File: src/rtl/lsu_dmem_bridge.sv
// RV32I load/store unit: converts the datapath's single-cycle memory request into a
// valid/ready data-bus transaction with lane alignment, write strobes and load extension.
module lsu_dmem_bridge #(
   parameter int unsigned TIMEOUT_CYCLES = 255
) (
   input  logic        clk,
   input  logic        rst,
   input  logic        io_req_valid,
   input  logic        io_req_wen,
   input  logic [1:0]  io_req_size,
   input  logic        io_req_unsigned,
   input  logic [31:0] io_req_addr,
   input  logic [31:0] io_req_wdata,
   output logic [31:0] io_resp_rdata,
   output logic        io_stall,
   output logic        io_misaligned,
   output logic        io_fault,
   output logic        io_bus_valid,
   input  logic        io_bus_ready,
   output logic [31:0] io_bus_addr,
   output logic        io_bus_wen,
   output logic [3:0]  io_bus_wstrb,
   output logic [31:0] io_bus_wdata,
   input  logic        io_bus_rvalid,
   input  logic [31:0] io_bus_rdata
);

   typedef enum logic [1:0] {
      S_IDLE = 2'b00,
      S_REQ  = 2'b01,
      S_RESP = 2'b10,
      S_DONE = 2'b11
   } state_t;

   localparam logic [1:0] SZ_BYTE = 2'b00;
   localparam logic [1:0] SZ_HALF = 2'b01;
   localparam logic [1:0] SZ_WORD = 2'b10;

   state_t      state_q;
   state_t      state_d;

   logic [31:0] addr_q;
   logic [1:0]  size_q;
   logic        wen_q;
   logic        unsigned_q;
   logic [3:0]  wstrb_q;
   logic [31:0] wdata_q;
   logic [31:0] timer_q;
   logic [31:0] rdata_q;
   logic        fault_q;

   logic        misaligned;
   logic        accept;
   logic        timeout_hit;
   logic        load_capture;
   logic        set_fault;
   logic [3:0]  req_wstrb;
   logic [31:0] req_wdata;
   logic [31:0] lane_word;
   logic [31:0] load_data;

   // NOTE: every always_comb output gets a default before the case, so no path
   // leaves a signal unassigned and no latch is inferred.
   always_comb begin
      misaligned = 1'b0;
      case (io_req_size)
         SZ_BYTE: misaligned = 1'b0;
         SZ_HALF: misaligned = io_req_addr[0];
         SZ_WORD: misaligned = |io_req_addr[1:0];
         default: misaligned = 1'b1;
      endcase
   end

   // Store lanes are computed from the live request and frozen at acceptance,
   // so the bus sees stable strobes/data for the whole REQ phase.
   always_comb begin
      req_wstrb = 4'b0000;
      req_wdata = 32'h0000_0000;
      case (io_req_size)
         SZ_BYTE: begin
            req_wstrb = 4'b0001 << io_req_addr[1:0];
            req_wdata = {4{io_req_wdata[7:0]}};
         end
         SZ_HALF: begin
            req_wstrb = 4'b0011 << {io_req_addr[1], 1'b0};
            req_wdata = {2{io_req_wdata[15:0]}};
         end
         default: begin
            req_wstrb = 4'b1111;
            req_wdata = io_req_wdata;
         end
      endcase
      if (!io_req_wen) begin
         req_wstrb = 4'b0000;
         req_wdata = 32'h0000_0000;
      end
   end

   always_comb begin
      lane_word = io_bus_rdata >> {addr_q[1:0], 3'b000};
      load_data = lane_word;
      case (size_q)
         SZ_BYTE: load_data = {{24{~unsigned_q & lane_word[7]}}, lane_word[7:0]};
         SZ_HALF: load_data = {{16{~unsigned_q & lane_word[15]}}, lane_word[15:0]};
         default: load_data = lane_word;
      endcase
   end

   assign accept      = (state_q == S_IDLE) && io_req_valid && !misaligned;
   assign timeout_hit = (TIMEOUT_CYCLES != 32'd0) && (timer_q == TIMEOUT_CYCLES - 32'd1);

   always_comb begin
      state_d       = state_q;
      io_stall      = 1'b0;
      io_misaligned = 1'b0;
      io_bus_valid  = 1'b0;
      load_capture  = 1'b0;
      set_fault     = 1'b0;
      case (state_q)
         S_IDLE: begin
            if (io_req_valid) begin
               if (misaligned) begin
                  io_misaligned = 1'b1;
               end else begin
                  io_stall = 1'b1;
                  state_d  = S_REQ;
               end
            end
         end
         S_REQ: begin
            io_stall     = 1'b1;
            io_bus_valid = 1'b1;
            // A handshake in the same cycle as the timeout still completes normally.
            if (io_bus_ready) begin
               state_d = wen_q ? S_DONE : S_RESP;
            end else if (timeout_hit) begin
               state_d   = S_DONE;
               set_fault = 1'b1;
            end
         end
         S_RESP: begin
            io_stall = 1'b1;
            if (io_bus_rvalid) begin
               state_d      = S_DONE;
               load_capture = 1'b1;
            end else if (timeout_hit) begin
               state_d   = S_DONE;
               set_fault = 1'b1;
            end
         end
         S_DONE: begin
            state_d = S_IDLE;
         end
         default: begin
            state_d = S_IDLE;
         end
      endcase
   end

   // NOTE: sequential state uses non-blocking assignments so every register
   // samples pre-edge values regardless of statement order.
   always_ff @(posedge clk or posedge rst) begin
      if (rst) begin
         state_q    <= S_IDLE;
         addr_q     <= 32'h0000_0000;
         size_q     <= 2'b00;
         wen_q      <= 1'b0;
         unsigned_q <= 1'b0;
         wstrb_q    <= 4'b0000;
         wdata_q    <= 32'h0000_0000;
         timer_q    <= 32'h0000_0000;
         rdata_q    <= 32'h0000_0000;
         fault_q    <= 1'b0;
      end else begin
         state_q <= state_d;
         fault_q <= set_fault;
         if (accept) begin
            addr_q     <= io_req_addr;
            size_q     <= io_req_size;
            wen_q      <= io_req_wen;
            unsigned_q <= io_req_unsigned;
            wstrb_q    <= req_wstrb;
            wdata_q    <= req_wdata;
            timer_q    <= 32'h0000_0000;
         end else if ((state_q == S_REQ) || (state_q == S_RESP)) begin
            timer_q <= timer_q + 32'd1;
         end
         if (load_capture) begin
            rdata_q <= load_data;
         end else if (set_fault) begin
            rdata_q <= 32'h0000_0000;
         end
      end
   end

   assign io_bus_addr   = {addr_q[31:2], 2'b00};
   assign io_bus_wen    = wen_q;
   assign io_bus_wstrb  = wstrb_q;
   assign io_bus_wdata  = wdata_q;
   assign io_resp_rdata = rdata_q;
   assign io_fault      = fault_q;

endmodule

File: config.mk
export PLATFORM = sky130hd
export DESIGN_NAME = lsu_dmem_bridge
export DESIGN_NICKNAME = d
export VERILOG_FILES = /design/src/rtl/lsu_dmem_bridge.sv
export SDC_FILE = /design/constraint.sdc
export NUM_CORES = 1
export LEC_CHECK = 0
export BUFFER_PORTS_ARGS = -buffer_cell sky130_fd_sc_hd__buf_4
export CORE_MARGIN = 5
export CORE_UTILIZATION = 30
export CTS_CLUSTER_DIAMETER = 60
export DETAILED_ROUTE_END_ITERATION = 16
export PLACE_DENSITY_LB_ADDON = 0.15
export SKIP_CTS_REPAIR_TIMING = 1
export SYNTH_ARGS = -nofsm -noshare
export SYNTH_HDL_FRONTEND = slang
export SYNTH_SLANG_ARGS = --single-unit
File: constraint.sdc
create_clock -name clk -period 5.2 [get_ports clk]
set_input_delay 1.04 -clock clk [delete_from_list [all_inputs] [get_ports clk]]
set_output_delay 1.04 -clock clk [all_outputs]
set_load 0.01 [all_outputs]
== Yosys cells after proc, flatten, opt, wreduce, memory -nomap -nowiden ==
Cells that the tools add are included.

* Multiply operators: 0
* Add/subtract/negate cells: 1
* Reduce and logical (&&, ||, !) cells: 12
* Order comparisons: 0
* Bitwise operators: 3
* Muxes and demuxes: 30
* Equality and inequality tests: 9
* Shift-type cells: 3
* Divide/modulo/power cells: 0

{| class="wikitable"
|+ Operators by type and width
! operator !! count
|-
| $mux 32 || 5
|-
| $pmux 32 s2 || 2
|-
| $add 32x1->32 const B || 1
|-
| $eq 32x8->1 const B || 1
|-
| $shr 32x5->32 || 1
|-
| $mux 1 || 12
|-
| $mux 2 || 5
|-
| $pmux 2 s4 || 1
|-
| $pmux 4 s2 || 1
|-
| $eq 2x1->1 const B || 3
|-
| $eq 2x2->1 const B || 3
|-
| $logic_not 2->1 || 3
|-
| $mux 4 || 1
|-
| $ne 2x2->1 const B || 2
|-
| $pmux 1 s2 || 2
|-
| $reduce_bool 2->1 || 2
|-
| $reduce_or 2->1 || 2
|-
| $shl 1x2->4 const A || 1
|-
| $shl 2x2->4 const A || 1
|-
| $pmux 1 s3 || 1
|-
| $and 1x1->1 || 2
|-
| $logic_and 1x1->1 || 2
|-
| $reduce_and 2->1 || 1
|-
| $logic_not 1->1 || 1
|-
| other kinds (2) || 2
|}

* Logic and storage cells: 68
* Input bits: 105
* Memory bits (read-only): 0
* Memories kept: 0
* Bits in registers: 139
* Memory bits (writable): 0
* Output and inout bits: 105
* Latch bits: 0

== Depth between registers and ports, before layout ==
Gate-level depths: netlist of run 1.

* Depth in word-level cells: 6
* Mapped depth: 9
* Depth with buffers taken out: 6

== Worst setup path after synthesis of run 1 ==
No wires, ideal clock.

* Path kind: in2out
* Start point: in io_req_size[0]
* End point: out io_stall
* Setup slack: 1.924 ns
* Data required time: 4.160 ns
* Stages on the path: 7
* Arrival time: 2.236 ns
* Buffers on the path: 3
* Cells stage by stage: clkbuf_1 nor3_1 o21ba_2 clkbuf_1 clkbuf_1 nor2_1 nor2_1

* Longest elaborated chain between the ends: 5
* Elaborated cells on any way between the ends: 7
* Classes of those cells: eq/ne: 2; mux: 4; reduce/logical: 1

{| class="wikitable"
|+ Ends and longest elaborated chain
! element !! line !! source
|-
| from (decl) || 10 || <nowiki>input logic [1:0] io_req_size,</nowiki>
|-
| $eq 2x2->1, or another cell as far along || 66 || <nowiki>case (io_req_size)</nowiki>
|-
| $pmux 1 s3 * || 66 ||
|-
| $mux 1 * || 122 || <nowiki>if (misaligned) begin</nowiki>
|-
| $mux 1 * || 121 || <nowiki>if (io_req_valid) begin</nowiki>
|-
| $pmux 1 s2 * || 119 || <nowiki>case (state_q)</nowiki>
|-
| to (decl) || 15 || <nowiki>output logic io_stall,</nowiki>
|}

Every way passes the cells marked *; elsewhere a longest branch is shown, timed or not.

== Worst setup path after layout of run 1 ==
Same ends and word-level chain as after synthesis.

==> impl_metrics.py, run 1 <==
metrics = {
    "run_status": {
        "status": "finished clean",
    },
    "global_routing": {
        "grt_antenna_before_repair": 0,
        "grt_pass1_wl_um": 33100,
        "grt_usage_pct": 15.3,
        "grt_pass1_vias": 6101,
        "grt_start_max_net_pins": 97,
        "grt_overflow_total": 0,
    },
    "worst_setup_path": {
        "timing.rr.start": "addr_q[1]",
        "ff2ff_setup_slack_ps": 2230,
        "start_kind": "input port",
        "cp.required_ps": 4160,
        "cp-startpoint": "io_req_size[0]",
        "crit_arrival_ps": 2270,
        "r2r_end": "io_resp_rdata[31]",
        "cp-end-kind": "output port",
        "crit_path_cell_trace": "buf_4 -> nor3_1 -> o21ba_4 -> nor2_1 -> nor2_1 -> buf_4",
        "r2r_cells": 4,
        "cp_slowest_cell": "nor3_1",
        "path_class": "in2out",
        "path_max_fanout": 14,
        "max_stage_delay_ps": 460,
    },
    "final_layout": {
        "synthToLayoutAreaGrowth_pct": 31.1,
        "utilization_pct": 39.8,
        "drive_above_1_share_pct": 29.3,
        "n_antenna_cell": 0,
        "nets": 1045,
        "instances_no_fill": 1264,
        "filler_cell_count": 2420,
    },
    "sta": {
        "slew_headroom_pct": 28.2,
        "final.min_clock_period_ps": 3310,
        "max_freq_mhz": 302,
        "tns_ps": 0,
        "clock_skew_ps": 15.0,
        "tightest_slew_ps": 1080,
        "slew_viol_final": 0,
        "setup_viol": 0,
        "rsz0062_at_grt": "no",
        "hold_viol_final": 0,
        "period_share_pct": 63.6,
    },
    "synthesis": {
        "synthAdderAreaFrac_pct": 1.23,
        "synth_seq_area_share_pct": 48.8,
        "muxShareOfSynthArea_pct": 7.87,
        "synth_top_family_by_area": "simple AND/OR/NAND/NOR gates",
        "synth-simple-area-share_pct": 22.5,
        "avgSynthCellArea_um2": 9.12,
        "synth_top_area_share_pct": 48.8,
        "ys_top_cells_by_count": "211 x nand2_1, 139 x dfrtp_1, 42 x nand3_1",
        "yosysWarnings": 0,
        "synth_area_um2": 7130,
        "ys_ff_latch": 139,
        "synth-main-ff-cell": "dfrtp_1",
        "netlist-cell-type-count": 52,
        "async_flop_share_pct": 100,
        "ys_top_cells_by_area": "dfrtp_1 49%, nand2_1 11%, mux2i_1 3.9%",
        "synth_compound_area_share_pct": 11.5,
        "synth_xor_area_share_pct": 1.35,
        "syn_inst": 782,
        "synth_edf_count": 0,
        "yosysMostFrequentCell": "nand2_1",
        "yosysTopAreaCell": "dfrtp_1",
    },
    "power": {
        "peakVddDrop_uv": 206,
        "p_int_w": 0.00322,
        "power_frac_comb_pct": 38.1,
        "power.density_nw_per_um2": 534,
        "cellLeakagePower_nw": 4.60,
        "p_seq_share_pct": 35.9,
        "p_clk_share_pct": 26.0,
        "sw_frac_of_total_pct": 35.5,
        "p_switching_w": 0.00177,
    },
    "die": {
        "die-area_um2": 27000,
        "die_w_um": 164,
        "core-area_um2": 23500,
        "start_util_pct": 30.4,
        "die_h_um": 164,
        "ioPinCount": 210,
        "placementRows": 56,
    },
    "clocking": {
        "clk_latency_ps": 420,
        "clockBufferDepth": 2,
        "clk_pin_slew_ps": 70,
        "cts_root_buf": "clkbuf_16",
        "cts_buffers": 17,
        "cts_tree": "built",
        "cts-htree-levels": 4,
        "cts_sinks": 139,
    },
    "route": {
        "detail_route.first_pass.iterations": 4,
        "wl_um": 20800,
        "drt_iter0_drc": 358,
        "route.detailed.drc": 0,
        "detail-route-antenna-nets": 0,
        "vias": 6008,
        "wl_per_cell_um": 16.5,
        "vias_per_cell": 4.75,
    },
    "placed_design": {
        "io_buffers": 207,
        "dp.cells": 1233,
        "routabilityCongestion": 0.782,
        "hpwl_um": 14700,
    },
    "worst_hold_path": {
        "hold_class": "reg2reg",
        "hold_path_end": "io_bus_wdata[12]",
        "min_from": "io_bus_wdata[12]",
        "holdPathStages": 2,
    },
    "run": {
        "max_cap_violations": 0,
    },
}
## worst max-delay path by stage
| stage | end | slack [ps] | cells past startpoint |
|---|---|---|---|
| 2_1_floorplan | addr_q[0] | 440 | 1 |
| 3_3_place_gp | io_stall | 1860 | 6 |
| 3_5_place_dp | io_stall | 1870 | 6 |
| 4_1_cts | io_stall | 1830 | 6 |
| 5_1_grt | io_stall | 1750 | 6 |
| 6_report | io_stall | 1890 | 6 |
## placed cells by master (no fill, tap or decap), types with 10 or more instances in the layout
cell type,instances
a21oi_1,27
dfrtp_1,139
clkbuf_16,17
mux2i_1,28
or4_1,11
nand2_1,211
mux2_2,23
buf_4,214
o21ai_0,41
nand4_1,10
nand3_1,42
nor2_1,32
## stage by stage
stage               worst slack [ps]  cell area (µm²)  power (W)  hold slack [ps]
floorplan                        435             7140    0.00294              447
global placement                1860             8730    0.00374              456
detailed placement              1870             8730    0.00375              459
CTS                             1830             9350    0.00508              478
global route                    1750             9350    0.00535              500
finish                          1890             9350    0.00499              470
## kinds of logic (layout without fill, tap and decap cells)
kind of cell | Yosys count | after routing
mux | 52 | 52
flops | 139 | 139
xor+xnor | 11 | 11
buf+inv | 92 | 254
simple gates | 357 | 357
other cells | 1 | 2
fa+ha+maj | 7 | 7
compound gates | 123 | 123
## routing by layer
| metal | share of wire (%) | wire length (µm) | GRT usage, % | up-vias |
|---|---|---|---|---|
| li1 | - | - | - | 2975 |
| met1 | 46 | 9590 | 21.0 | 2870 |
| met2 | 46 | 9580 | 23.4 | 157 |
| met3 | 7.5 | 1560 | 5.47 | 6 |
| met4 | 0.56 | 116 | 3.32 | 0 |
| met5 | 0 | 0 | 0 | - |
## flip-flops by register name (all words and copies together) (netlist names)
| name | flops |
|---|---|
| size_q | 2 |
| io_bus_wdata | 32 |
| io_bus_wstrb | 4 |
| timer_q | 32 |
| io_bus_wen | 1 |
| io_resp_rdata | 32 |
| io_fault | 1 |
| addr_q | 32 |
| state_q | 2 |
| unsigned_q | 1 |
## power by group through the flow
stage / registers, W / logic, W / clock network, W
2_1_floorplan: 0.00184 / 0.00110 / 0
3_3_place_gp: 0.00181 / 0.00193 / 0
3_5_place_dp: 0.00180 / 0.00195 / 0
4_1_cts: 0.00180 / 0.00195 / 0.00133
5_1_grt: 0.00186 / 0.00211 / 0.00138
6_report: 0.00179 / 0.00190 / 0.00130
## critical path: cells and delay by family
family | cells | cell delay [ps]
and+or+nand+nor | 3 | 670
buffers and inverters | 2 | 330
AOI/OAI and AO/OA | 1 | 210
## area by class of cell
type / count / area, µm² / area share [%]
clock buffers: 18 / 429 / 4.59
clock inverters: 13 / 194 / 2.07
inverters: 9 / 38.8 / 0.415
multi-input cells: 552 / 3200 / 34.3
flip-flops and latches: 139 / 3480 / 37.2
well taps: 319 / 399 / 4.27
repair buffers: 214 / 1610 / 17.2
Note: power is estimated with default switching activity, not from simulation.
==> inputs of run 2 (changes only) <==
--- a/config.mk
+++ b/config.mk
@@ -5,6 +5,7 @@
 export SDC_FILE = /design/constraint.sdc
 export NUM_CORES = 1
 export LEC_CHECK = 0
+export ABC_AREA = 1
 export BUFFER_PORTS_ARGS = -buffer_cell sky130_fd_sc_hd__buf_4
 export CORE_MARGIN = 5
 export CORE_UTILIZATION = 30
==> constraint.sdc (replaced) <==
create_clock -name clk -period 3.1 [get_ports clk]
set_input_delay 0.62 -clock clk [delete_from_list [all_inputs] [get_ports clk]]
set_output_delay 0.62 -clock clk [all_outputs]
set_load 0.01 [all_outputs]
==> impl_metrics.py, run 2 <==
metrics = {
    "final_layout": {
        "n_antenna_cell": 0,
        "drive_above_1_share_pct": 22.9,
        "layout_common_cells": "377 x nand2_1, 215 x buf_4, 139 x dfrtp_1, 73 x nor2_1, 70 x nand3_1",
        "final_area_um2": 9760,
        "layout_commonest_cell": "nand2_1",
        "utilization_pct": 38.9,
        "nets": 1298,
        "synthToLayoutAreaGrowth_pct": 27.9,
        "instances_no_fill": 1529,
    },
    "power": {
        "peakVddDrop_uv": 339,
        "cellLeakagePower_nw": 5.05,
        "power.density_nw_per_um2": 880,
    },
    "worst_setup_path": {
        "r2r_cells": 6,
        "start_kind": "flop",
        "ff2ff_setup_slack_ps": 850,
        "cp-end-kind": "output port",
        "timing.rr.start": "state_q[1]",
        "path_class": "reg2out",
        "crit_arrival_ps": 2110,
        "r2r_end": "timer_q[17]",
        "cp.required_ps": 2480,
        "path_max_fanout": 8,
    },
    "die": {
        "die_h_um": 169,
        "start_util_pct": 30.4,
        "core-area_um2": 25100,
        "die-area_um2": 28700,
        "placementRows": 58,
        "die_w_um": 169,
        "ioPinCount": 210,
    },
    "placed_design": {
        "io_buffers": 207,
        "routabilityCongestion": 0.834,
        "dp.cells": 1497,
        "hpwl_um": 17400,
        "dpl_cell_area_um2": 9200,
    },
    "global_routing": {
        "grt_usage_pct": 16.7,
        "grt_overflow_total": 0,
        "grt_pass1_wl_um": 38600,
        "grt_pass1_vias": 7014,
        "grt_start_max_net_pins": 107,
        "grt_antenna_before_repair": 0,
    },
    "synthesis": {
        "synth-main-ff-cell": "dfrtp_1",
        "ys_top_cells_by_area": "dfrtp_1 46%, nand2_1 19%, nand3_1 4.6%",
        "yosysTopAreaCell": "dfrtp_1",
        "synth_edf_count": 0,
        "synth_seq_area_share_pct": 45.6,
        "synth_area_um2": 7630,
        "syn_inst": 1027,
        "synth_top_area_share_pct": 45.6,
        "yosysWarnings": 0,
        "avgSynthCellArea_um2": 7.43,
        "netlist-cell-type-count": 37,
        "yosysMostFrequentCell": "nand2_1",
        "ys_top_cells_by_count": "377 x nand2_1, 139 x dfrtp_1, 73 x nor2_1",
        "async_flop_share_pct": 100,
        "ys_ff_latch": 139,
    },
    "clocking": {
        "clk_pin_slew_ps": 60,
        "clockBufferDepth": 2,
        "cts_buffers": 17,
        "cts_sinks": 139,
        "clk_latency_ps": 420,
        "cts_tree": "built",
        "cts-htree-levels": 4,
        "cts_root_buf": "clkbuf_16",
    },
    "route": {
        "route.detailed.drc": 0,
        "vias_per_cell": 4.60,
        "detail-route-antenna-nets": 0,
        "detail_route.first_pass.iterations": 7,
        "wl_um": 24000,
        "drt_iter0_drc": 464,
        "vias": 7041,
        "wl_per_cell_um": 15.7,
    },
    "sta": {
        "hold_viol_final": 0,
        "slew_headroom_pct": 26.1,
        "tns_ps": 0,
        "rsz0062_at_grt": "no",
        "hold_slack_ps": 299,
        "period_share_pct": 87.9,
        "slew_viol_final": 0,
        "tightest_slew_ps": 1110,
        "clock_skew_ps": 12.3,
        "setup_viol": 0,
        "final.min_clock_period_ps": 2730,
        "max_freq_mhz": 367,
    },
    "worst_hold_path": {
        "hold_class": "in2async",
    },
    "run_status": {
        "status": "finished clean",
    },
    "run": {
        "max_cap_violations": 0,
    },
}
## run 2: worst max path at each step
stage,startpoint,end,depth (start not counted)
after global placement,io_req_size[1],timer_q[17],8
after global routing,state_q[1],io_stall,7
after floorplan,rst,addr_q[0],1
after detailed placement,io_req_size[1],timer_q[10],8
final,state_q[1],io_stall,7
after CTS,state_q[0],io_stall,7
## run 2: cells by family after synthesis
group,Yosys count,synth area share (%)
AOI/OAI and AO/OA,166,11.7
xor gates and xnor gates,6,0.689
adders and majority gates,7,1.15
buffers and inverters,151,10.3
DFF,139,45.6
other,1,0.0491
and+or+nand+nor,557,30.5
## run 2: layout make-up
cell class              count  area (µm²)
fillers                  2730       15300
flip-flops and latches    139        3480
multi-input cells         738        3370
repair buffers            217        1650
clock buffers              18         439
well taps                 330         413
inverters                  73         280
clock inverters            14         125
## run 2: worst max-delay path, stage by stage, from the launching register on
cell	delay [ps]
dfrtp_1	430
inv_1	110
ha_1	300
inv_1	230
nand2_1	260
inv_1	150
nor2_1	60
buf_4	140
## run 2: per-layer routing
metal,global-route usage (%),wire length [µm]
met2,25.4,10800
met3,5.36,1820
met5,0,0
met4,3.92,232
met1,23.1,11200
## run 2: report_power, final
part | internal, W | total (W) | switching, W
combinational | 0.00157 | 0.00358 | 0.00201
clock | 0.00108 | 0.00198 | 0.000900
sequential | 0.00251 | 0.00303 | 0.000523
## run 2: through the flow
| step | total power [W] | setup WS [ps] |
|---|---|---|
| 6_report | 0.00858 | 374 |
| 5_1_grt | 0.00926 | 228 |
| 4_1_cts | 0.00872 | 320 |
| 3_5_place_dp | 0.00671 | 577 |
| 3_3_place_gp | 0.00668 | 611 |
| 2_1_floorplan | 0.00532 | 745 |
